**src/rtl/avalon_enforcer_pkg.sv**
```systemverilog
// Shared types and sizing helpers for the Avalon-ST packet enforcer.
package avalon_enforcer_pkg;

    typedef enum logic [1:0] {
        IDLE,
        IN_PKT,
        DROP
    } enforcer_state_t;

    // Framing flags of the held beat; data and empty are sized by the instantiating module.
    typedef struct packed {
        logic sop;
        logic eop;
    } held_ctl_t;

    function automatic int unsigned cnt_width(input int unsigned max_val);
        return (max_val < 2) ? 1 : $clog2(max_val + 1);
    endfunction

    function automatic int unsigned empty_width(input int unsigned bytes);
        return (bytes < 2) ? 1 : $clog2(bytes);
    endfunction

endpackage

```
**src/rtl/avalon_st_if.sv**
```systemverilog
// Avalon-ST streaming bundle with packet framing; master drives the beat, slave drives ready.
interface avalon_st_if #(
    parameter int DATA_WIDTH_IN_BYTES = 8
);
    localparam int EMPTY_W = avalon_enforcer_pkg::empty_width(DATA_WIDTH_IN_BYTES);

    logic                             valid;
    logic                             ready;
    logic [DATA_WIDTH_IN_BYTES*8-1:0] data;
    logic                             sop;
    logic                             eop;
    logic [EMPTY_W-1:0]               empty;

    modport master (output valid, data, sop, eop, empty, input ready);
    modport slave  (input valid, data, sop, eop, empty, output ready);
endinterface

```
**src/rtl/sat_counter.sv**
```systemverilog
// Saturating event counter with synchronous clear.
// Latency: count reflects inc one cycle later.
// Backpressure: none; clear wins over a simultaneous increment.
module sat_counter #(
    parameter int WIDTH = 16
) (
    input  logic             clk,
    input  logic             rst,
    input  logic             inc,
    input  logic             clr,
    output logic [WIDTH-1:0] cnt
);
    always_ff @(posedge clk) begin
        if (rst || clr) begin
            cnt <= '0;
        end else if (inc && !(&cnt)) begin
            cnt <= cnt + WIDTH'(1);
        end
    end
endmodule

```
**src/rtl/avalon_st_packet_enforcer.sv**
```systemverilog
// Repairs Avalon-ST framing (missing/double sop, oversize) and counts each violation.
// Latency: a beat leaves once its successor is accepted; an eop beat leaves the next cycle.
// Backpressure: input stalls only when the held beat must move and downstream is not ready.
module avalon_st_packet_enforcer
    import avalon_enforcer_pkg::*;
#(
    parameter int DATA_WIDTH_IN_BYTES = 8,
    parameter int MAX_PKT_LEN_WORDS   = 256,
    parameter bit ABORT_ON_DOUBLE_SOP = 1'b0,
    parameter int ERR_CNT_WIDTH       = 16
) (
    input  logic                     clk,
    input  logic                     rst,
    avalon_st_if.slave               untrusted_msg,
    avalon_st_if.master              enforced_msg,
    input  logic                     clear_cnt,
    output logic                     missing_sop_error,
    output logic                     double_sop_error,
    output logic                     oversize_error,
    output logic [ERR_CNT_WIDTH-1:0] missing_sop_cnt,
    output logic [ERR_CNT_WIDTH-1:0] double_sop_cnt,
    output logic [ERR_CNT_WIDTH-1:0] oversize_cnt
);
    localparam int DW = DATA_WIDTH_IN_BYTES * 8;
    localparam int EW = empty_width(DATA_WIDTH_IN_BYTES);
    localparam int CW = cnt_width(MAX_PKT_LEN_WORDS);

    typedef struct packed {
        logic [DW-1:0] data;
        held_ctl_t     ctl;
        logic [EW-1:0] empty;
    } held_beat_t;

    enforcer_state_t st, st_nxt;
    held_beat_t      h, in_beat, new_beat;
    logic            h_vld;
    logic [CW-1:0]   cnt, cnt_nxt;
    logic            load, miss, dbl, ovr, touches_h;
    logic            acc, out_fire, in_rdy, out_vld;

    always_comb begin
        in_beat.data    = untrusted_msg.data;
        in_beat.ctl.sop = untrusted_msg.sop;
        in_beat.ctl.eop = untrusted_msg.eop;
        in_beat.empty   = untrusted_msg.eop ? untrusted_msg.empty : '0;
        new_beat = in_beat;
        st_nxt   = st;
        cnt_nxt  = cnt;
        load     = 1'b0;
        miss     = 1'b0;
        dbl      = 1'b0;
        ovr      = 1'b0;
        if (st == IN_PKT && !untrusted_msg.sop) begin
            load    = 1'b1;
            cnt_nxt = cnt + CW'(1);
            if (untrusted_msg.eop) begin
                st_nxt = IDLE;
            end else if (cnt_nxt == CW'(MAX_PKT_LEN_WORDS)) begin
                new_beat.ctl.eop = 1'b1;
                new_beat.empty   = '0;
                ovr    = 1'b1;
                st_nxt = DROP;
            end
        end else if (st == IN_PKT) begin
            dbl = 1'b1;
            if (ABORT_ON_DOUBLE_SOP) begin
                st_nxt = untrusted_msg.eop ? IDLE : DROP;
            end else begin
                load    = 1'b1;
                cnt_nxt = CW'(1);
                st_nxt  = untrusted_msg.eop ? IDLE : IN_PKT;
            end
        end else if (untrusted_msg.sop) begin
            // A sop in DROP restarts framing exactly like a sop in IDLE.
            load    = 1'b1;
            cnt_nxt = CW'(1);
            st_nxt  = untrusted_msg.eop ? IDLE : IN_PKT;
        end else begin
            miss = (st == IDLE);
            if (untrusted_msg.eop) begin
                st_nxt = IDLE;
            end
        end
    end

    // Only beats that load H or close the held packet need H to move out first.
    assign touches_h = load || dbl;
    assign out_vld   = h_vld && (h.ctl.eop || (untrusted_msg.valid && touches_h));
    assign in_rdy    = !h_vld || enforced_msg.ready || !touches_h;
    assign acc       = untrusted_msg.valid && in_rdy;
    assign out_fire  = out_vld && enforced_msg.ready;

    assign untrusted_msg.ready = in_rdy;
    assign enforced_msg.valid  = out_vld;
    assign enforced_msg.data   = h.data;
    assign enforced_msg.sop    = h.ctl.sop;
    assign enforced_msg.eop    = h.ctl.eop || (untrusted_msg.valid && dbl);
    assign enforced_msg.empty  = h.empty;

    always_ff @(posedge clk) begin
        if (rst) begin
            st                <= IDLE;
            h                 <= '0;
            h_vld             <= 1'b0;
            cnt               <= '0;
            missing_sop_error <= 1'b0;
            double_sop_error  <= 1'b0;
            oversize_error    <= 1'b0;
        end else begin
            if (acc && load) begin
                h     <= new_beat;
                h_vld <= 1'b1;
            end else if (out_fire) begin
                h_vld <= 1'b0;
            end
            if (acc) begin
                st  <= st_nxt;
                cnt <= cnt_nxt;
            end
            missing_sop_error <= acc && miss;
            double_sop_error  <= acc && dbl;
            oversize_error    <= acc && ovr;
        end
    end

    sat_counter #(.WIDTH(ERR_CNT_WIDTH)) u_missing_cnt (
        .clk (clk), .rst (rst), .inc (missing_sop_error), .clr (clear_cnt), .cnt (missing_sop_cnt)
    );
    sat_counter #(.WIDTH(ERR_CNT_WIDTH)) u_double_cnt (
        .clk (clk), .rst (rst), .inc (double_sop_error), .clr (clear_cnt), .cnt (double_sop_cnt)
    );
    sat_counter #(.WIDTH(ERR_CNT_WIDTH)) u_oversize_cnt (
        .clk (clk), .rst (rst), .inc (oversize_error), .clr (clear_cnt), .cnt (oversize_cnt)
    );
endmodule

```
**src/flat_wrapper.sv**
```systemverilog
// flat-port wrapper written by rule: the top's interface ports become plain ports
module avalon_st_packet_enforcer_flat import avalon_enforcer_pkg::*;
#(
    parameter int DATA_WIDTH_IN_BYTES = 8,
    parameter int MAX_PKT_LEN_WORDS   = 256,
    parameter bit ABORT_ON_DOUBLE_SOP = 1'b0,
    parameter int ERR_CNT_WIDTH       = 16
)
  (clk, rst, clear_cnt, missing_sop_error, double_sop_error, oversize_error, missing_sop_cnt, double_sop_cnt, oversize_cnt, untrusted_msg_valid, untrusted_msg_data, untrusted_msg_sop, untrusted_msg_eop, untrusted_msg_empty, untrusted_msg_ready, enforced_msg_valid, enforced_msg_data, enforced_msg_sop, enforced_msg_eop, enforced_msg_empty, enforced_msg_ready);
  avalon_st_if #(.DATA_WIDTH_IN_BYTES(DATA_WIDTH_IN_BYTES)) untrusted_msg_i ();
  avalon_st_if #(.DATA_WIDTH_IN_BYTES(DATA_WIDTH_IN_BYTES)) enforced_msg_i ();
  input  logic clk;
  input  logic rst;
  input  logic clear_cnt;
  output logic missing_sop_error;
  output logic double_sop_error;
  output logic oversize_error;
  output logic [ERR_CNT_WIDTH-1:0] missing_sop_cnt;
  output logic [ERR_CNT_WIDTH-1:0] double_sop_cnt;
  output logic [ERR_CNT_WIDTH-1:0] oversize_cnt;
  input wire logic [$bits(untrusted_msg_i.valid)-1:0] untrusted_msg_valid;
  input wire logic [$bits(untrusted_msg_i.data)-1:0] untrusted_msg_data;
  input wire logic [$bits(untrusted_msg_i.sop)-1:0] untrusted_msg_sop;
  input wire logic [$bits(untrusted_msg_i.eop)-1:0] untrusted_msg_eop;
  input wire logic [$bits(untrusted_msg_i.empty)-1:0] untrusted_msg_empty;
  output wire logic [$bits(untrusted_msg_i.ready)-1:0] untrusted_msg_ready;
  output wire logic [$bits(enforced_msg_i.valid)-1:0] enforced_msg_valid;
  output wire logic [$bits(enforced_msg_i.data)-1:0] enforced_msg_data;
  output wire logic [$bits(enforced_msg_i.sop)-1:0] enforced_msg_sop;
  output wire logic [$bits(enforced_msg_i.eop)-1:0] enforced_msg_eop;
  output wire logic [$bits(enforced_msg_i.empty)-1:0] enforced_msg_empty;
  input wire logic [$bits(enforced_msg_i.ready)-1:0] enforced_msg_ready;
  assign untrusted_msg_i.valid = untrusted_msg_valid;
  assign untrusted_msg_i.data = untrusted_msg_data;
  assign untrusted_msg_i.sop = untrusted_msg_sop;
  assign untrusted_msg_i.eop = untrusted_msg_eop;
  assign untrusted_msg_i.empty = untrusted_msg_empty;
  assign untrusted_msg_ready = untrusted_msg_i.ready;
  assign enforced_msg_valid = enforced_msg_i.valid;
  assign enforced_msg_data = enforced_msg_i.data;
  assign enforced_msg_sop = enforced_msg_i.sop;
  assign enforced_msg_eop = enforced_msg_i.eop;
  assign enforced_msg_empty = enforced_msg_i.empty;
  assign enforced_msg_i.ready = enforced_msg_ready;
  avalon_st_packet_enforcer #(.DATA_WIDTH_IN_BYTES(DATA_WIDTH_IN_BYTES), .MAX_PKT_LEN_WORDS(MAX_PKT_LEN_WORDS), .ABORT_ON_DOUBLE_SOP(ABORT_ON_DOUBLE_SOP), .ERR_CNT_WIDTH(ERR_CNT_WIDTH)) u_core (.clk(clk), .rst(rst), .untrusted_msg(untrusted_msg_i), .enforced_msg(enforced_msg_i), .clear_cnt(clear_cnt), .missing_sop_error(missing_sop_error), .double_sop_error(double_sop_error), .oversize_error(oversize_error), .missing_sop_cnt(missing_sop_cnt), .double_sop_cnt(double_sop_cnt), .oversize_cnt(oversize_cnt));
endmodule
```
**config.mk**
```make
export PLATFORM = sky130hd
export DESIGN_NAME = avalon_st_packet_enforcer_flat
export DESIGN_NICKNAME = d
export VERILOG_FILES = /design/src/rtl/avalon_enforcer_pkg.sv /design/src/rtl/avalon_st_if.sv /design/src/rtl/sat_counter.sv /design/src/rtl/avalon_st_packet_enforcer.sv /design/src/flat_wrapper.sv
export SDC_FILE = /design/constraint.sdc
export NUM_CORES = 1
export LEC_CHECK = 0
export CAP_MARGIN = 20
export CORE_MARGIN = 5
export CORE_UTILIZATION = 32
export CTS_CLUSTER_DIAMETER = 200
export DETAILED_ROUTE_END_ITERATION = 7
export PLACE_DENSITY = 0.55
export SETUP_SLACK_MARGIN = 0.2
export SLEW_MARGIN = 15
export SYNTH_ARGS = -nofsm -noshare
export SYNTH_HDL_FRONTEND = slang
export SYNTH_HIERARCHICAL = 1
export SYNTH_SLANG_ARGS = --single-unit
```
**constraint.sdc**
```tcl
create_clock -name clk -period 4.2 [get_ports clk]
set_input_delay 0.84 -clock clk [delete_from_list [all_inputs] [get_ports clk]]
set_output_delay 0.84 -clock clk [all_outputs]
set_load 0.005 [all_outputs]
```
==> impl_metrics.toml <==
[run_status]
status = "completed"

[worst_setup_path]
cp.arrival_ps = 2420
r2r_cells = 4
crit_type = "in2out"
r2r-start = "u_core/st[0]$_SDFFE_PP0P_"
r2r_slack_ps = 2220
crit_fanout = 10
endpoint_kind = "output pin"
crit_path_start_kind = "input port"
worstPathRequired_ps = 3360
rr_endpoint = "u_core/enforced_msg.empty[2]$_SDFFE_PP0P_"

[synthesis]
synth_edf_count = 0
synthTopCellsByCount = "nand2_1, dfxtp_1, a21oi_1, buf_4, nand3_1"
avgSynthCellArea_um2 = 8.37
ys_types = 52
synth_top_area_share = 0.423
synth_cells = 746
synth.net_count = 824
synth_top_area_cell = "dfxtp_1"
async_reset_ff_frac = 0
synth-seq-cells = 132
yosysSeqAreaShare = 0.423
yosysMostFrequentCell = "nand2_1"
synth_area_leaders = "dfxtp_1, nand2_1, buf_4, a21oi_1, nand3_1"
yosys_warnings = 6
synthFlopType = "dfxtp_1"
netlist_area_um2 = 6250

[clocking]
cts_setup_buffers = 0
cts_max_level = 4
cts_hold_buf = 0
cts-resized-gates = 0
numCtsBuffers = 17
clock_path_buffers = 2
cts_tree = "yes"
clock_latency_ps = 410
clk_pin_slew_worst_paths_ps = 60
cts-root-buf = "clkbuf_16"
clock-sinks = 132

[final_layout]
drive_gt1_frac = 0.0664
diodes = 0
areaGrowthSynthToFinish_pct = 35.1
fillers = 1921
nNetsFinal = 938

[drt]
drtIter0Drc = 225
vias = 5602
dr.pass1.iters = 4
routed_wl_mm = 16.8
via_per_inst = 4.92
drc = 0
wl_per_cell_um = 14.8
ant_nets = 0

[min_path]
hold_path_class = "reg2reg"
holdPathStages = 2
hold_start = "u_core/enforced_msg.data[30]$_SDFFE_PP0P_"
min_to = "u_core/enforced_msg.data[30]$_SDFFE_PP0P_"

[placed_design]
place_congestion = 0.832
portBuffers = 195
dpl.hpwl_mm = 11.6

[global_routing]
grt-ovfl-total = 0
grt_pass1_wl_mm = 26.5
grt_max_degree = 76
antenna_found_initial = 1
grt_pass1_vias = 5147
grt_usage = 0.146

[timing]
rsz0062_at_grt = "no"
fin_skew_ps = 10.5
fmax_ghz = 0.307
hold_viol_final = 0
slew_headroom = 0.417
tightest_slew_ps = 874
setup_viol = 0
drv_slew = 0
min_period_ps = 3260
whs_ps = 453
period_share = 0.776
setup_tns_ps = 0

[floorplan]
io_pins = 196
die_h_um = 150
die_w_um = 150
row_count = 51
start_util = 0.323
die-area_um2 = 22400
core_area_um2 = 19300

[pwr]
ir_worst_vdd_mv = 0.270
powerDensity_nw_per_um2 = 370
p_leak_nw = 2.74

[job]
cap_violations = 0
==> flip-flops by register name, indices dropped and copies added (netlist names), 2 cells and up <==
register,cells
u_core/u_missing_cnt/cnt,16
u_core/st,2
u_core/cnt,9
u_core/u_double_cnt/cnt,16
u_core/u_oversize_cnt/cnt,16
u_core/enforced_msg.data,64
u_core/enforced_msg.empty,3
==> placed cells by master (no fill, tap or decap), types with 4 or more instances in the layout <==
cell,n
and4_1,13
inv_1,9
a311oi_1,6
o21a_1,6
or3_1,6
o41ai_1,12
ha_1,4
nand2_1,161
o311ai_0,13
dfxtp_1,132
a31oi_1,7
clkbuf_16,17
o31ai_1,13
nand4_1,18
nand3_1,28
nor2_1,19
a21oi_1,96
clkdlybuf4s50_1,194
inv_6,4
and2_1,7
or2_2,6
o21ai_0,19
and3_1,4
or4_1,13
nor3_1,9
==> final cells by class <==
type | instances | area (um^2) | share of cell area
Clock buffer | 19 | 433 | 0.0513
Clock inverter | 13 | 174 | 0.0206
Inverter | 9 | 33.8 | 0.00400
Multi-Input combinational cell | 502 | 2840 | 0.337
Sequential cell | 132 | 2640 | 0.313
Tap cell | 265 | 332 | 0.0393
Timing Repair Buffer | 198 | 1980 | 0.235
==> metrics by stage <==
stage          cells  setup WS, ps   util  power (W)  area (um^2)
2_1_floorplan    746          2050      -    0.00150         6250
3_3_place_gp    1106           945  0.405    0.00162         7830
3_5_place_dp    1106           934  0.405    0.00162         7830
4_1_cts         1138           934  0.436    0.00319         8440
5_1_grt         1138           834  0.436    0.00328         8440
6_report        1138           942  0.436    0.00313         8440
==> cells by family after synthesis <==
logic type,count (synthesis),share of synthesized area
buf+inv,112,0.122
fa+ha+maj,4,0.00801
flops,132,0.423
xor+xnor,3,0.00421
simple gates,301,0.240
compound gates,194,0.203
==> worst max-delay path: stages <==
cell and delay [ps]:
clkdlybuf4s50_1 730, o21a_1 210, o21a_1 110, clkdlybuf4s50_1 530
==> where the power goes <==
part,switching (W),leakage [nW],internal (W)
Combinational,0.000123,1.39,0.000155
Sequential,0.0000222,1.07,0.00129
Clock,0.000590,0.285,0.000945
==> metal layers <==
layer / track usage / part of all wire / wire (um) / up-vias
met5: 0 / 0.00042 / 7 / -
met4: 0.0535 / 0.019 / 317 / 2
met3: 0.0563 / 0.087 / 1460 / 20
met2: 0.226 / 0.45 / 7540 / 155
met1: 0.184 / 0.44 / 7470 / 2555
li1: - / - / - / 2870
==> worst max path at each step <==
stage | from | end | slack [ps] | depth (start not counted)
4_1_cts | untrusted_msg_sop | enforced_msg_valid | 930 | 4
3_3_place_gp | untrusted_msg_sop | enforced_msg_valid | 950 | 4
6_report | untrusted_msg_sop | enforced_msg_valid | 940 | 4
5_1_grt | untrusted_msg_sop | untrusted_msg_ready | 830 | 3
2_1_floorplan | untrusted_msg_sop | enforced_msg_valid | 2050 | 3
3_5_place_dp | untrusted_msg_sop | enforced_msg_valid | 930 | 4
Power figures use the tool's default switching activity.
